`config.mk`:
```
export PLATFORM = sky130hd
export DESIGN_NAME = cpu_dbg_ctrl_flat
export DESIGN_NICKNAME = d
export VERILOG_FILES = /design/src/rtl/cpu_dbg_pkg.sv /design/src/rtl/cpu_dbg_ctrl_if.sv /design/src/rtl/cpu_dbg_dump.sv /design/src/rtl/cpu_dbg_ctrl.sv /design/src/flat_wrapper.sv
export SDC_FILE = /design/constraint.sdc
export NUM_CORES = 1
export LEC_CHECK = 0
export ABC_AREA = 1
export CORE_ASPECT_RATIO = 0.9
export CORE_UTILIZATION = 41
export DETAILED_ROUTE_END_ITERATION = 8
export GPL_ROUTABILITY_DRIVEN = 0
export PLACE_DENSITY = 0.9
export SYNTH_ARGS = -nofsm -noshare
export SYNTH_HDL_FRONTEND = slang
export SYNTH_SLANG_ARGS = --single-unit
```
`constraint.sdc`:
```
create_clock -name clk -period 3 [get_ports clk]
set_clock_uncertainty 0.2 [all_clocks]
set_input_delay 0.45 -clock clk [delete_from_list [all_inputs] [get_ports clk]]
set_output_delay 0.45 -clock clk [all_outputs]
set_load 0.01 [all_outputs]
```
`src/rtl/cpu_dbg_pkg.sv`:
```
// Shared types and codes for the run/halt debug sequencer of the single-cycle core.
// Latency: n/a (declarations only).
// Backpressure: n/a.
//
// Contents: FSM state enum, host command codes, halt cause codes, dump index width.
package cpu_dbg_pkg;

    typedef enum logic [1:0] {
        ST_RUN  = 2'd0,
        ST_HALT = 2'd1,
        ST_STEP = 2'd2,
        ST_DUMP = 2'd3
    } dbg_state_e;

    localparam logic [1:0] CMD_HALT = 2'b00;
    localparam logic [1:0] CMD_RUN  = 2'b01;
    localparam logic [1:0] CMD_STEP = 2'b10;
    localparam logic [1:0] CMD_DUMP = 2'b11;

    localparam logic [1:0] CAUSE_HOST  = 2'd0;
    localparam logic [1:0] CAUSE_BP    = 2'd1;
    localparam logic [1:0] CAUSE_STEP  = 2'd2;
    localparam logic [1:0] CAUSE_LIMIT = 2'd3;

    // Register index width on the core's reg_sel debug port.
    localparam int IDX_W = 5;

endpackage

```
`src/rtl/cpu_dbg_ctrl_if.sv`:
```
// Host-side bundle of the debug sequencer: command handshake plus register dump stream.
// Latency: n/a (wires only).
// Backpressure: cmd uses cmd_valid/cmd_ready; dump beats use dump_valid/dump_ready.
//
// master: host/debug logic (drives cmd_valid, cmd, dump_ready)
// slave : cpu_dbg_ctrl      (drives cmd_ready, dump_valid, dump_idx, dump_data)
interface cpu_dbg_ctrl_if #(
    parameter int DW = 32
);
    import cpu_dbg_pkg::*;

    logic             cmd_valid;
    logic [1:0]       cmd;
    logic             cmd_ready;
    logic             dump_valid;
    logic [IDX_W-1:0] dump_idx;
    logic [DW-1:0]    dump_data;
    logic             dump_ready;

    modport master (
        output cmd_valid, cmd, dump_ready,
        input  cmd_ready, dump_valid, dump_idx, dump_data
    );

    modport slave (
        input  cmd_valid, cmd, dump_ready,
        output cmd_ready, dump_valid, dump_idx, dump_data
    );

endinterface

```
`src/rtl/cpu_dbg_dump.sv`:
```
// Register-file sweeper: walks reg_sel 0..REG_N-1 and presents each value as a dump beat.
// Latency: first beat valid the cycle after start; one beat per cycle while dump_ready is high.
// Backpressure: dump_ready low holds dump_valid/dump_idx/reg_sel indefinitely.
//
// Ports: clk, rstn (sync, active low), start (strobe from parent FSM), reg_data (core RF value for
// reg_sel), dump_ready (sink), reg_sel (core RF select), dump_valid/dump_idx/dump_data (beat),
// done (strobe: final beat accepted this cycle).
module cpu_dbg_dump
    import cpu_dbg_pkg::*;
#(
    parameter int DW    = 32,
    parameter int REG_N = 32
) (
    input  logic             clk,
    input  logic             rstn,
    input  logic             start,
    input  logic [DW-1:0]    reg_data,
    input  logic             dump_ready,
    output logic [IDX_W-1:0] reg_sel,
    output logic             dump_valid,
    output logic [IDX_W-1:0] dump_idx,
    output logic [DW-1:0]    dump_data,
    output logic             done
);

    localparam logic [IDX_W-1:0] LAST_IDX = IDX_W'(REG_N - 1);

    logic active;
    logic beat;

    assign beat = active & dump_ready;
    assign done = beat & (reg_sel == LAST_IDX);

    always_ff @(posedge clk) begin
        if (!rstn) begin
            active  <= 1'b0;
            reg_sel <= '0;
        end else if (start) begin
            active  <= 1'b1;
            reg_sel <= '0;
        end else if (beat) begin
            if (reg_sel == LAST_IDX) begin
                // Park the select at 0 so the core port is in a known state after the dump.
                active  <= 1'b0;
                reg_sel <= '0;
            end else begin
                reg_sel <= reg_sel + IDX_W'(1);
            end
        end
    end

    // Core register file read is combinational, so the data lines up with reg_sel directly.
    assign dump_valid = active;
    assign dump_idx   = reg_sel;
    assign dump_data  = reg_data;

endmodule

```
`src/rtl/cpu_dbg_ctrl.sv`:
```
// Run/halt sequencer for the single-cycle core: gates cpu_en, halts on breakpoint/host/step/limit, dumps RF.
// Latency: breakpoint/limit halt is same-cycle (cpu_en drops combinationally); host HALT takes effect next cycle.
// Backpressure: cmd_ready low in STEP and DUMP; dump stream stalls on dump_ready low.
//
// Ports: clk, rstn (sync, active low), pc, bp_en, bp_addr, cyc_limit (0 = off), cpu_en, halted,
// halt_cause, cycle_cnt, reg_sel/reg_data (core debug port), bus (cmd handshake + dump stream).
// Build option: define CPU_DBG_CYCLIMIT_EN to enable the executed-cycle limit halt.
module cpu_dbg_ctrl
    import cpu_dbg_pkg::*;
#(
    parameter int AW           = 32,
    parameter int DW           = 32,
    parameter int REG_N        = 32,
    parameter int RUN_AT_RESET = 1
) (
    input  logic             clk,
    input  logic             rstn,
    input  logic [AW-1:0]    pc,
    input  logic             bp_en,
    input  logic [AW-1:0]    bp_addr,
    input  logic [31:0]      cyc_limit,
    output logic             cpu_en,
    output logic             halted,
    output logic [1:0]       halt_cause,
    output logic [31:0]      cycle_cnt,
    output logic [IDX_W-1:0] reg_sel,
    input  logic [DW-1:0]    reg_data,
    cpu_dbg_ctrl_if.slave    bus
);

    localparam dbg_state_e RST_STATE = (RUN_AT_RESET != 0) ? ST_RUN : ST_HALT;

    dbg_state_e state, state_nxt;
    logic [1:0] cause_nxt;
    logic       skip, skip_nxt;
    logic       bp_hit, lim_hit;
    logic       cmd_acc;
    logic       dump_start, dump_done;

    // skip masks the breakpoint for the first resumed instruction so a RUN from a
    // breakpoint halt executes the instruction sitting at bp_addr instead of re-halting.
    assign bp_hit = bp_en & (pc == bp_addr) & ~skip;

`ifdef CPU_DBG_CYCLIMIT_EN
    assign lim_hit = (cyc_limit != 32'd0) & (cycle_cnt == cyc_limit);
`else
    logic unused_cyc_limit;
    assign unused_cyc_limit = ^cyc_limit;
    assign lim_hit          = 1'b0;
`endif

    assign bus.cmd_ready = (state == ST_RUN) || (state == ST_HALT);
    assign cmd_acc       = bus.cmd_valid & bus.cmd_ready;
    assign halted        = (state == ST_HALT);

    always_comb begin
        state_nxt  = state;
        cause_nxt  = halt_cause;
        cpu_en     = 1'b0;
        dump_start = 1'b0;
        skip_nxt   = skip;
        case (state)
            ST_RUN: begin
                cpu_en = ~bp_hit & ~lim_hit;
                // Breakpoint outranks the limit; both outrank a same-cycle host HALT.
                if (bp_hit) begin
                    state_nxt = ST_HALT;
                    cause_nxt = CAUSE_BP;
                end else if (lim_hit) begin
                    state_nxt = ST_HALT;
                    cause_nxt = CAUSE_LIMIT;
                end else if (cmd_acc && (bus.cmd == CMD_HALT)) begin
                    state_nxt = ST_HALT;
                    cause_nxt = CAUSE_HOST;
                end
            end
            ST_HALT: begin
                if (cmd_acc) begin
                    case (bus.cmd)
                        CMD_RUN: begin
                            state_nxt = ST_RUN;
                        end
                        CMD_STEP: begin
                            state_nxt = ST_STEP;
                        end
                        CMD_DUMP: begin
                            state_nxt  = ST_DUMP;
                            dump_start = 1'b1;
                        end
                        default: ;
                    endcase
                end
            end
            ST_STEP: begin
                cpu_en    = 1'b1;
                state_nxt = ST_HALT;
                cause_nxt = CAUSE_STEP;
            end
            ST_DUMP: begin
                if (dump_done) begin
                    state_nxt = ST_HALT;
                end
            end
            default: begin
                state_nxt = ST_HALT;
            end
        endcase

        // skip lives for exactly one executed instruction.
        if (cpu_en) begin
            skip_nxt = 1'b0;
        end
        if ((state == ST_HALT) && cmd_acc && (bus.cmd == CMD_RUN)) begin
            skip_nxt = 1'b1;
        end
    end

    always_ff @(posedge clk) begin
        if (!rstn) begin
            state      <= RST_STATE;
            halt_cause <= CAUSE_HOST;
            skip       <= 1'b0;
            cycle_cnt  <= 32'd0;
        end else begin
            state      <= state_nxt;
            halt_cause <= cause_nxt;
            skip       <= skip_nxt;
            if (cpu_en) begin
                cycle_cnt <= cycle_cnt + 32'd1;
            end
        end
    end

    cpu_dbg_dump #(
        .DW    (DW),
        .REG_N (REG_N)
    ) u_dump (
        .clk        (clk),
        .rstn       (rstn),
        .start      (dump_start),
        .reg_data   (reg_data),
        .dump_ready (bus.dump_ready),
        .reg_sel    (reg_sel),
        .dump_valid (bus.dump_valid),
        .dump_idx   (bus.dump_idx),
        .dump_data  (bus.dump_data),
        .done       (dump_done)
    );

endmodule
```
`src/flat_wrapper.sv`:
```
// flat-port wrapper written by rule: the top's interface ports become plain ports
module cpu_dbg_ctrl_flat import cpu_dbg_pkg::*;
#(
    parameter int AW           = 32,
    parameter int DW           = 32,
    parameter int REG_N        = 32,
    parameter int RUN_AT_RESET = 1
)
  (clk, rstn, pc, bp_en, bp_addr, cyc_limit, cpu_en, halted, halt_cause, cycle_cnt, reg_sel, reg_data, bus_cmd_valid, bus_cmd, bus_dump_ready, bus_cmd_ready, bus_dump_valid, bus_dump_idx, bus_dump_data);
  cpu_dbg_ctrl_if #(.DW(DW)) bus_i ();
  input  logic clk;
  input  logic rstn;
  input  logic [AW-1:0] pc;
  input  logic bp_en;
  input  logic [AW-1:0] bp_addr;
  input  logic [31:0] cyc_limit;
  output logic cpu_en;
  output logic halted;
  output logic [1:0] halt_cause;
  output logic [31:0] cycle_cnt;
  output logic [IDX_W-1:0] reg_sel;
  input  logic [DW-1:0] reg_data;
  input wire logic [$bits(bus_i.cmd_valid)-1:0] bus_cmd_valid;
  input wire logic [$bits(bus_i.cmd)-1:0] bus_cmd;
  input wire logic [$bits(bus_i.dump_ready)-1:0] bus_dump_ready;
  output wire logic [$bits(bus_i.cmd_ready)-1:0] bus_cmd_ready;
  output wire logic [$bits(bus_i.dump_valid)-1:0] bus_dump_valid;
  output wire logic [$bits(bus_i.dump_idx)-1:0] bus_dump_idx;
  output wire logic [$bits(bus_i.dump_data)-1:0] bus_dump_data;
  assign bus_i.cmd_valid = bus_cmd_valid;
  assign bus_i.cmd = bus_cmd;
  assign bus_i.dump_ready = bus_dump_ready;
  assign bus_cmd_ready = bus_i.cmd_ready;
  assign bus_dump_valid = bus_i.dump_valid;
  assign bus_dump_idx = bus_i.dump_idx;
  assign bus_dump_data = bus_i.dump_data;
  cpu_dbg_ctrl #(.AW(AW), .DW(DW), .REG_N(REG_N), .RUN_AT_RESET(RUN_AT_RESET)) u_core (.clk(clk), .rstn(rstn), .pc(pc), .bp_en(bp_en), .bp_addr(bp_addr), .cyc_limit(cyc_limit), .cpu_en(cpu_en), .halted(halted), .halt_cause(halt_cause), .cycle_cnt(cycle_cnt), .reg_sel(reg_sel), .reg_data(reg_data), .bus(bus_i));
endmodule
```
==> impl_metrics.tcl <==
set metrics [dict create \
    syn_area_um2 3425 \
    grt_max_degree 34 \
    hold_violations 0 \
    wirelength_mm 10.41 \
    dp.final_hpwl_mm 8.063 \
    initial_core_util_pct 42.45 \
    violations "design-rule violations" \
    min_path_type "flop to flop" \
    r2r-start "u_core.cycle_cnt[1]" \
    antenna_found_initial 0 \
    layout_commonest_cell "nand2_1" \
    grt_overflow_total 0 \
    worstHoldStart "u_core.halt_cause[1]" \
    finalSetupTns_ns 0 \
    yosys.area_share.simple_pct 36.68 \
    rsz0062_at_grt "false" \
    synth_mux_area_share_pct 0 \
    drv_slew 0 \
    syn_nets 690 \
    clk_latency_ns 0.30 \
    synth_adder_area_share_pct 2.558 \
    worstPathMaxFanout 3 \
    cts_buffer_depth 2 \
    yosys_warnings 0 \
    ir_worst_vdd_mv 0.2328 \
    synth-compound-area-share_pct 7.380 \
    crit_start "bp_addr[25]" \
    synthCells 548 \
    min_period_ns 2.606 \
    ioPinCount 215 \
    die_x_um 98.34 \
    core_um2 8068 \
    n_antenna_cell 0 \
    drc 14 \
    grt_usage_pct 23.45 \
    htree_levels 2 \
    dieArea_um2 8722 \
    cellPowerDensity_nw_per_um2 351.5 \
    cts_sinks 43 \
    antenna_left 0 \
    rows 31 \
    setup-violations-final 0 \
    postSynthAreaPerCell_um2 6.249 \
    portBuffers 118 \
    outcome "finished, violations left" \
    fmax_mhz 383.8 \
    vias 3797 \
    cts_tree "done" \
    synth_xor_area_share_pct 10.49 \
    cp_data_required_time_ns 2.35 \
    grt_pass1_wl_mm 16.58 \
    syn_to_final_growth_pct 32.37 \
    drv_cap 0 \
    cp-end-kind "output port" \
    cp.arrival_ns 1.96 \
    path_class "input port to output port" \
    drtPass1Iterations 9 \
    die_y_um 88.70 \
    synth_cell_types 27 \
    holdBufCountCts 0 \
    synth_top_family_by_area "simple AND/OR/NAND/NOR gates" \
    post-route-util_pct 56.19 \
    viasPerCell 5.230 \
    leakagePower_nw 1.823 \
    cts_root_buf "clkbuf_8" \
    ys_ff_latch 43 \
    tightest_slew_ns 0.3786 \
    path_clk_slew_ns 0.08 \
    seq_area_frac_synth_pct 25.14 \
    final_nets 768 \
    numCtsBuffers 5 \
    layout-drive-gt1-share_pct 4.306 \
    fin_crit_sh_pct 86.85 \
    worstSetupStartpointType "input port" \
    maxSlewHeadroom_pct 74.72 \
    first_global_vias 3450 \
    routedWlPerCell_um 14.34 \
    drt_iter0_drc 305 \
    final_cell_mix "nand2_1, clkdlybuf4s50_1, inv_1" \
]
## logic make-up (layout without fill, tap and decap cells)
kind of cell | Yosys count | after routing
and+or+nand+nor | 289 | 289
buffers and inverters | 118 | 197
AOI/OAI and AO/OA | 50 | 50
DFF | 43 | 43
xor gates and xnor gates | 41 | 41
adders and majority gates | 7 | 7
## layer usage
layer  GRT usage (%)  share of wire, %  vias up
li1                -                 -     1834
met1           28.56                40     1694
met2           38.99                45      227
met3           8.610                13       42
met4           7.327               2.4        0
met5               0                 0        -
## timing repair
item | in CTS | in global routing
resized for setup | 0 | 4
setup endpoints to repair | 0 | 1
buffers inserted | 0 | 0
hold endpoints to repair | 0 | 0
## report_power, final
part,leakage (nW),switching [mW],internal [mW]
logic,1.41,0.262,0.224
clock network,0.0612,0.202,0.270
registers,0.348,0.0358,0.600
total,1.82,0.499,1.09
## final cells by class
type	count	area [um^2]
clock buffers	6	82.58
clock inverters	2	35.03
fillers	752	3535
inverters	67	251.5
multi-input cells	387	1966
flip-flops and latches	43	860.8
well taps	99	123.9
repair buffers	122	1214
## worst max-delay path, cell delays in order
cell	delay [ns]
clkdlybuf4s50_1	0.48
inv_1	0.04
nand2_1	0.05
o21ai_1	0.06
nor2_1	0.10
nand3_1	0.13
nor2_4	0.15
nand4_2	0.15
nand2_4	0.09
inv_1	0.06
dlymetal6s2s_1	0.18
## final timing paths
kind              slack (ns)  depth (start not counted)                    to
hold / removal          0.28                          2  u_core.halt_cause[1]
hold reg to reg         0.28                          2  u_core.halt_cause[1]
setup / recovery        0.39                         11                cpu_en
setup reg to reg        0.87                          6  u_core.cycle_cnt[14]
## synth_stat cells
| master | n | share of area, % |
|---|---|---|
| nand2_2 | 1 | 0.18 |
| nor3_2 | 4 | 1.2 |
| nand3b_1 | 1 | 0.22 |
| o21ai_1 | 2 | 0.29 |
| xnor2_1 | 20 | 5.1 |
| nand4_1 | 7 | 1.3 |
| nand3_1 | 48 | 7.0 |
| nand2_1 | 153 | 17 |
| nor2_1 | 53 | 5.8 |
| a211oi_1 | 1 | 0.22 |
| nor3_1 | 11 | 1.6 |
| xor2_1 | 21 | 5.4 |
| ha_1 | 7 | 2.6 |
| clkbuf_1 | 7 | 0.77 |
| o21ai_0 | 11 | 1.6 |
| nor2_2 | 4 | 0.73 |
| a21oi_1 | 36 | 5.3 |
| nor3b_1 | 2 | 0.44 |
| inv_1 | 67 | 7.3 |
| nand3_2 | 2 | 0.58 |
| dfxtp_1 | 43 | 25 |
| nand4_2 | 1 | 0.37 |
| and3_1 | 1 | 0.18 |
| buf_6 | 3 | 0.99 |
| nand2_4 | 1 | 0.33 |
| buf_4 | 38 | 8.3 |
| buf_1 | 3 | 0.33 |
## flip-flops by register name, indices dropped and copies added, names as in the netlist
| name | flops |
|---|---|
| u_core.cycle_cnt | 32 |
| u_core.state | 2 |
| u_core.halt_cause | 2 |
| u_core.u_dump.dump_idx | 5 |
| u_core.skip | 1 |
| u_core.u_dump.dump_valid | 1 |
## metrics by stage
step	power, mW	instance area, um^2	cells	setup slack (ns)	hold WS, ns
CTS	1.593	4521	726	0.03374	0.2740
floorplan	0.9580	3425	548	1.074	0.2388
global placement	1.110	4403	718	0.04905	0.2521
global route	1.672	4533	726	0.2427	0.3162
detailed placement	1.126	4403	718	0.04419	0.2604
finish	1.593	4533	726	0.3944	0.2778
(Power assumes the default switching activity.)
